**src/rtl/uart_tx_arbiter.sv**
```systemverilog
`default_nettype none
// ============================================================================
//  Module   : uart_tx_arbiter
//  Purpose  : Packet-locked round-robin arbiter that shares one UART
//             transmitter byte port among NUM_REQ requesters, with an idle
//             timeout that reclaims the port from a stalled owner.
//  Revision : 1.0  initial release
// ============================================================================
module uart_tx_arbiter #(
    parameter int NUM_REQ      = 4,
    parameter int IDLE_TIMEOUT = 1024
) (
    input  logic                 clk,
    input  logic                 reset,
    input  logic [NUM_REQ*8-1:0] req_data,
    input  logic [NUM_REQ-1:0]   req_valid,
    input  logic [NUM_REQ-1:0]   req_last,
    output logic [NUM_REQ-1:0]   req_ready,
    output logic [7:0]           tx_data,
    output logic                 tx_valid,
    input  logic                 tx_ready,
    output logic [NUM_REQ-1:0]   grant,
    output logic                 busy,
    output logic                 timeout_pulse
);

    localparam int c_IDX_W = (NUM_REQ > 1) ? $clog2(NUM_REQ) : 1;
    // A zero timeout still needs a legal (unused) counter width.
    localparam int c_CNT_W = (IDLE_TIMEOUT > 0) ? $clog2(IDLE_TIMEOUT + 1) : 1;
    localparam logic [c_CNT_W-1:0] c_CNT_LAST  = c_CNT_W'(IDLE_TIMEOUT - 1);
    localparam logic [NUM_REQ-1:0] c_ONEHOT0   = {{(NUM_REQ-1){1'b0}}, 1'b1};
    localparam logic [c_IDX_W-1:0] c_PTR_RESET = c_IDX_W'(NUM_REQ - 1);

    typedef enum logic [0:0] {
        S_IDLE   = 1'b0,
        S_LOCKED = 1'b1
    } state_t;

    state_t               r_state, w_next_state;
    logic [NUM_REQ-1:0]   r_grant, w_next_grant;
    logic [c_IDX_W-1:0]   r_idx, w_next_idx;
    logic [c_IDX_W-1:0]   r_ptr, w_next_ptr;
    logic [c_CNT_W-1:0]   r_cnt, w_next_cnt;
    logic                 r_timeout_pulse, w_next_tpulse;

    logic                 w_found;
    logic [c_IDX_W-1:0]   w_pick;
    logic [c_IDX_W-1:0]   w_cand;
    logic                 w_owner_valid;
    logic                 w_xfer;
    logic                 w_timeout_hit;

    assign w_owner_valid = req_valid[r_idx];
    assign w_xfer        = (r_state == S_LOCKED) && w_owner_valid && tx_ready;
    assign w_timeout_hit = (IDLE_TIMEOUT > 0) && !w_owner_valid && (r_cnt == c_CNT_LAST);

    // Round-robin search: first valid requester after the last owner, wrapping.
    always_comb begin
        w_found = 1'b0;
        w_pick  = '0;
        w_cand  = '0;
        for (int i = 1; i <= NUM_REQ; i++) begin
            w_cand = c_IDX_W'((int'(r_ptr) + i) % NUM_REQ);
            if (!w_found && req_valid[w_cand]) begin
                w_found = 1'b1;
                w_pick  = w_cand;
            end
        end
    end

    // Next-state logic: lock on grant, release on last byte or idle timeout.
    always_comb begin
        w_next_state  = r_state;
        w_next_grant  = r_grant;
        w_next_idx    = r_idx;
        w_next_ptr    = r_ptr;
        w_next_cnt    = r_cnt;
        w_next_tpulse = 1'b0;
        case (r_state)
            S_IDLE: begin
                w_next_cnt = '0;
                if (w_found) begin
                    w_next_state = S_LOCKED;
                    w_next_grant = c_ONEHOT0 << w_pick;
                    w_next_idx   = w_pick;
                end
            end
            S_LOCKED: begin
                w_next_cnt = w_owner_valid ? '0 : r_cnt + 1'b1;
                // A last-byte transfer needs valid high, so it always beats the timeout.
                if (w_xfer && req_last[r_idx]) begin
                    w_next_state = S_IDLE;
                    w_next_grant = '0;
                    w_next_ptr   = r_idx;
                    w_next_cnt   = '0;
                end else if (w_timeout_hit) begin
                    w_next_state  = S_IDLE;
                    w_next_grant  = '0;
                    w_next_ptr    = r_idx;
                    w_next_cnt    = '0;
                    w_next_tpulse = 1'b1;
                end
            end
            default: begin
                w_next_state = S_IDLE;
                w_next_grant = '0;
            end
        endcase
    end

    // State and arbitration registers.
    always_ff @(posedge clk or posedge reset) begin
        if (reset) begin
            r_state         <= S_IDLE;
            r_grant         <= '0;
            r_idx           <= '0;
            r_ptr           <= c_PTR_RESET;
            r_cnt           <= '0;
            r_timeout_pulse <= 1'b0;
        end else begin
            r_state         <= w_next_state;
            r_grant         <= w_next_grant;
            r_idx           <= w_next_idx;
            r_ptr           <= w_next_ptr;
            r_cnt           <= w_next_cnt;
            r_timeout_pulse <= w_next_tpulse;
        end
    end

    // Byte path: the owner is passed straight through to the transmitter.
    always_comb begin
        tx_data   = 8'h00;
        tx_valid  = 1'b0;
        req_ready = '0;
        if (r_state == S_LOCKED) begin
            tx_data          = req_data[{r_idx, 3'b000} +: 8];
            tx_valid         = w_owner_valid;
            req_ready[r_idx] = tx_ready;
        end
    end

    assign grant         = r_grant;
    assign busy          = (r_state == S_LOCKED);
    assign timeout_pulse = r_timeout_pulse;

endmodule
`default_nettype wire

```
**config.mk**
```make
export PLATFORM = sky130hd
export DESIGN_NAME = uart_tx_arbiter
export DESIGN_NICKNAME = d
export VERILOG_FILES = /design/src/rtl/uart_tx_arbiter.sv
export SDC_FILE = /design/constraint.sdc
export NUM_CORES = 1
export LEC_CHECK = 0
export CAP_MARGIN = 20
export CORE_MARGIN = 3
export CORE_UTILIZATION = 25
export CTS_CLUSTER_SIZE = 20
export DETAILED_ROUTE_END_ITERATION = 16
export DONT_BUFFER_PORTS = 1
export PLACE_DENSITY = 0.38
export SYNTH_ARGS = -nofsm -noshare
export SYNTH_HDL_FRONTEND = slang
export SYNTH_SLANG_ARGS = --single-unit
```
**constraint.sdc**
```tcl
create_clock -name clk -period 2.1 [get_ports clk]
set_clock_uncertainty 0.05 [all_clocks]
set_input_delay 0.105 -clock clk [delete_from_list [all_inputs] [get_ports clk]]
set_output_delay 0.105 -clock clk [all_outputs]
set_load 0.1 [all_outputs]
```
==> impl_results.md <==
* Critical path data required time at 1950 ps
* Detailed-placement wirelength estimate at 2960 um
* Max transition margin at 45.6%
* P&R area growth vs syn at 35.6%
* WHS Path Cells at 2
* Final Cycle Share at 95.5%
* Critical path depth at 4
* Yosys top cell area share at 35.1%
* Layout cell share with drive strength beyond 1 at 36.6%
* Hold violation total from the final report at 0
* CTS max path bufs at 2
* Post-synth EDFFs at 0
* Predominant post-synthesis flop cell: dfrtp_1
* Slowest-stage cell, CP: mux4_2
* Site Rows at 26
* FILL cells at 534
* Vias in the first global route at 1124
* Max_cap viols at 0
* Final setup violation count at 0
* Via count at 1101
* Seq/Total Area, Yosys at 39.0%
* Ys async rst share at 100%
* Syn Nets at 173
* Buf/Inv on CP at 2
* Insertion delay to the later sink of the worst-skew pair at 260 ps
* Worst slack, placed at 230 ps
* Effective utilization at floorplan at 26.2%
* Hold_buf cts at 1
* Net total in the final layout at 198
* Total CTS buffers at 3
* Hold Path Class: in -> reg
* Fmax at 499 MHz
* Worst setup margin at 94.3 ps
* Final Non-Filler Cells at 223
* Crit-path cells: buf_4 > mux4_2 > and2_2 > buf_12
* Run status: complete, no violations
* Number of diodes at 0
* Synth Instances at 129
* Count of input and output buffers at 0
* Chip width at 79.6 um
* Total grt overflow at 0
* Initial antenna violation count at 0
* Area leader, netlist: dfrtp_1
* Multi-input gate area at 791 um^2
* Synth top area cells: dfrtp_1 (35%), mux4_2 (15%), nor2_1 (5.5%)
* Iter 0 DRT Violations at 37
* CTS Root Buffer Type: clkbuf_8
* Most frequent cell after synthesis: nor2_1
* Largest net degree at the start of global routing at 22
* 1st-pass router iterations at 4
* Crit end category: primary output
* Global Route Usage Sum at 11.8%
* Worst-path maximum fanout at 15
* Post-CTS sizing at 0
* Yosys warning count at 0
* Dpl cells at 218
* Full die area at 6330 um^2
* RSZ-0062 raised after global routing: no
* Wirelength per Cell at 16.2 um
* Startpoint types: flip-flop
* CP delay by family, top: multiplexers
* Avg Cell Area, Syn at 10.5 um^2
* TritonCTS clock tree: yes
* Worst r2r path cells at 6
* Max H-tree Level at 1
* Register area at 528 um^2
* Post-CTS Setup Bufs at 0
* Final wirelength at 3620 um
* RePlAce Congestion at 0.761
* Final min period at 2010 ps
* Clock Sink Count at 21
* CP max stage delay at 540 ps
* Reg clk slew, reported paths at 70 ps
* Worst-Margin Slew at 816 ps
* Drt drc at 0
* Vias per Instance at 4.94
* Crit path kind: reg -> out
* Pins Over Slew Limit at 0
* Final ANT Viol Nets at 0
* Post-synth top cells: nor2_1 (20), dfrtp_1 (19), mux4_2 (9)
* Core Box Area at 5170 um^2
* # IOs at 62
* Synth Register Bits at 21
* First-pass GRT wire length at 5920 um
* Worst Path Arrival at 1850 ps
* Die Ht at 79.6 um
* Post-synth cell types at 37
* Mapped Area at 1350 um^2
==> cell usage in the layout (no fill, tap or decap), drive strengths merged <==
cell type	instances
ha	1
mux4	9
nor3	2
o311ai	1
a32o	2
nor4	3
buf	25
nand2b	4
a22o	1
nand3b	1
dfrtp	19
mux2	2
o311a	2
clkinv	1
nand2	7
a21oi	1
nand3	5
dfstp	2
o21ai	2
and2	8
o22ai	2
o211ai	1
o32ai	2
mux2i	2
xnor2	6
a21o	3
nand4b	1
nor2	20
a211oi	1
a22oi	1
xor2	2
dlygate4sd3	1
clkbuf	3
inv	6
nor2b	3
nand4	1
==> worst paths after layout <==
path                               from         end  slack, ps
setup / recovery               r_idx[0]  tx_data[3]         90
hold / removal             req_valid[0]    r_idx[0]        150
setup reg to reg               r_cnt[0]        busy        240
hold reg to reg                r_cnt[0]    r_cnt[0]        450
max in group asynchronous         reset    r_idx[0]       1100
min in group asynchronous         reset    r_cnt[1]        380
==> metal layers <==
| layer | part of all wire, % | GRT usage, % |
|---|---|---|
| met1 | 42 | 15.4 |
| met5 | 0 | 0 |
| met2 | 46 | 19.2 |
| met3 | 11 | 2.93 |
| met4 | 0.69 | 3.61 |
==> state kept, by name, summed over array words and instances (netlist names) <==
| signal | cells |
|---|---|
| r_idx | 2 |
| grant | 4 |
| timeout_pulse | 1 |
| r_ptr | 2 |
| r_cnt | 11 |
| busy | 1 |
==> stage by stage <==
step | TNS [ps] | cell area [um^2] | utilization, % | hold slack [ps]
after global placement | 0 | 1780 | 34.4 | 147
after detailed placement | 0 | 1780 | 34.4 | 157
after CTS | 0 | 1840 | 35.5 | 142
final | 0 | 1840 | 35.5 | 146
after global routing | 0 | 1840 | 35.5 | 157
after floorplan | -764 | 1370 | - | 30.0
==> cell type report <==
type / count / share of cell area [%]
tap: 70 / 4.77
clock inverter: 1 / 0.273
timing repair buffer: 26 / 19.6
sequential: 21 / 28.8
multi-input combinational: 96 / 43.1
inverter: 6 / 1.23
clock buffer: 3 / 2.25
==> logic make-up (layout without fill, tap and decap cells) <==
group	after synthesis	in the layout	synth area share [%]
and+or+nand+nor	55	55	20.6
adders and majority gates	1	1	0.924
xor gates and xnor gates	8	8	5.18
DFF	21	21	39.0
buffers and inverters	12	36	4.07
AOI/OAI and AO/OA	19	19	11.6
muxes	13	13	18.7
Power is not shown: default switching activity piles up to over one toggle a cycle in this logic, so the estimate is an artifact.
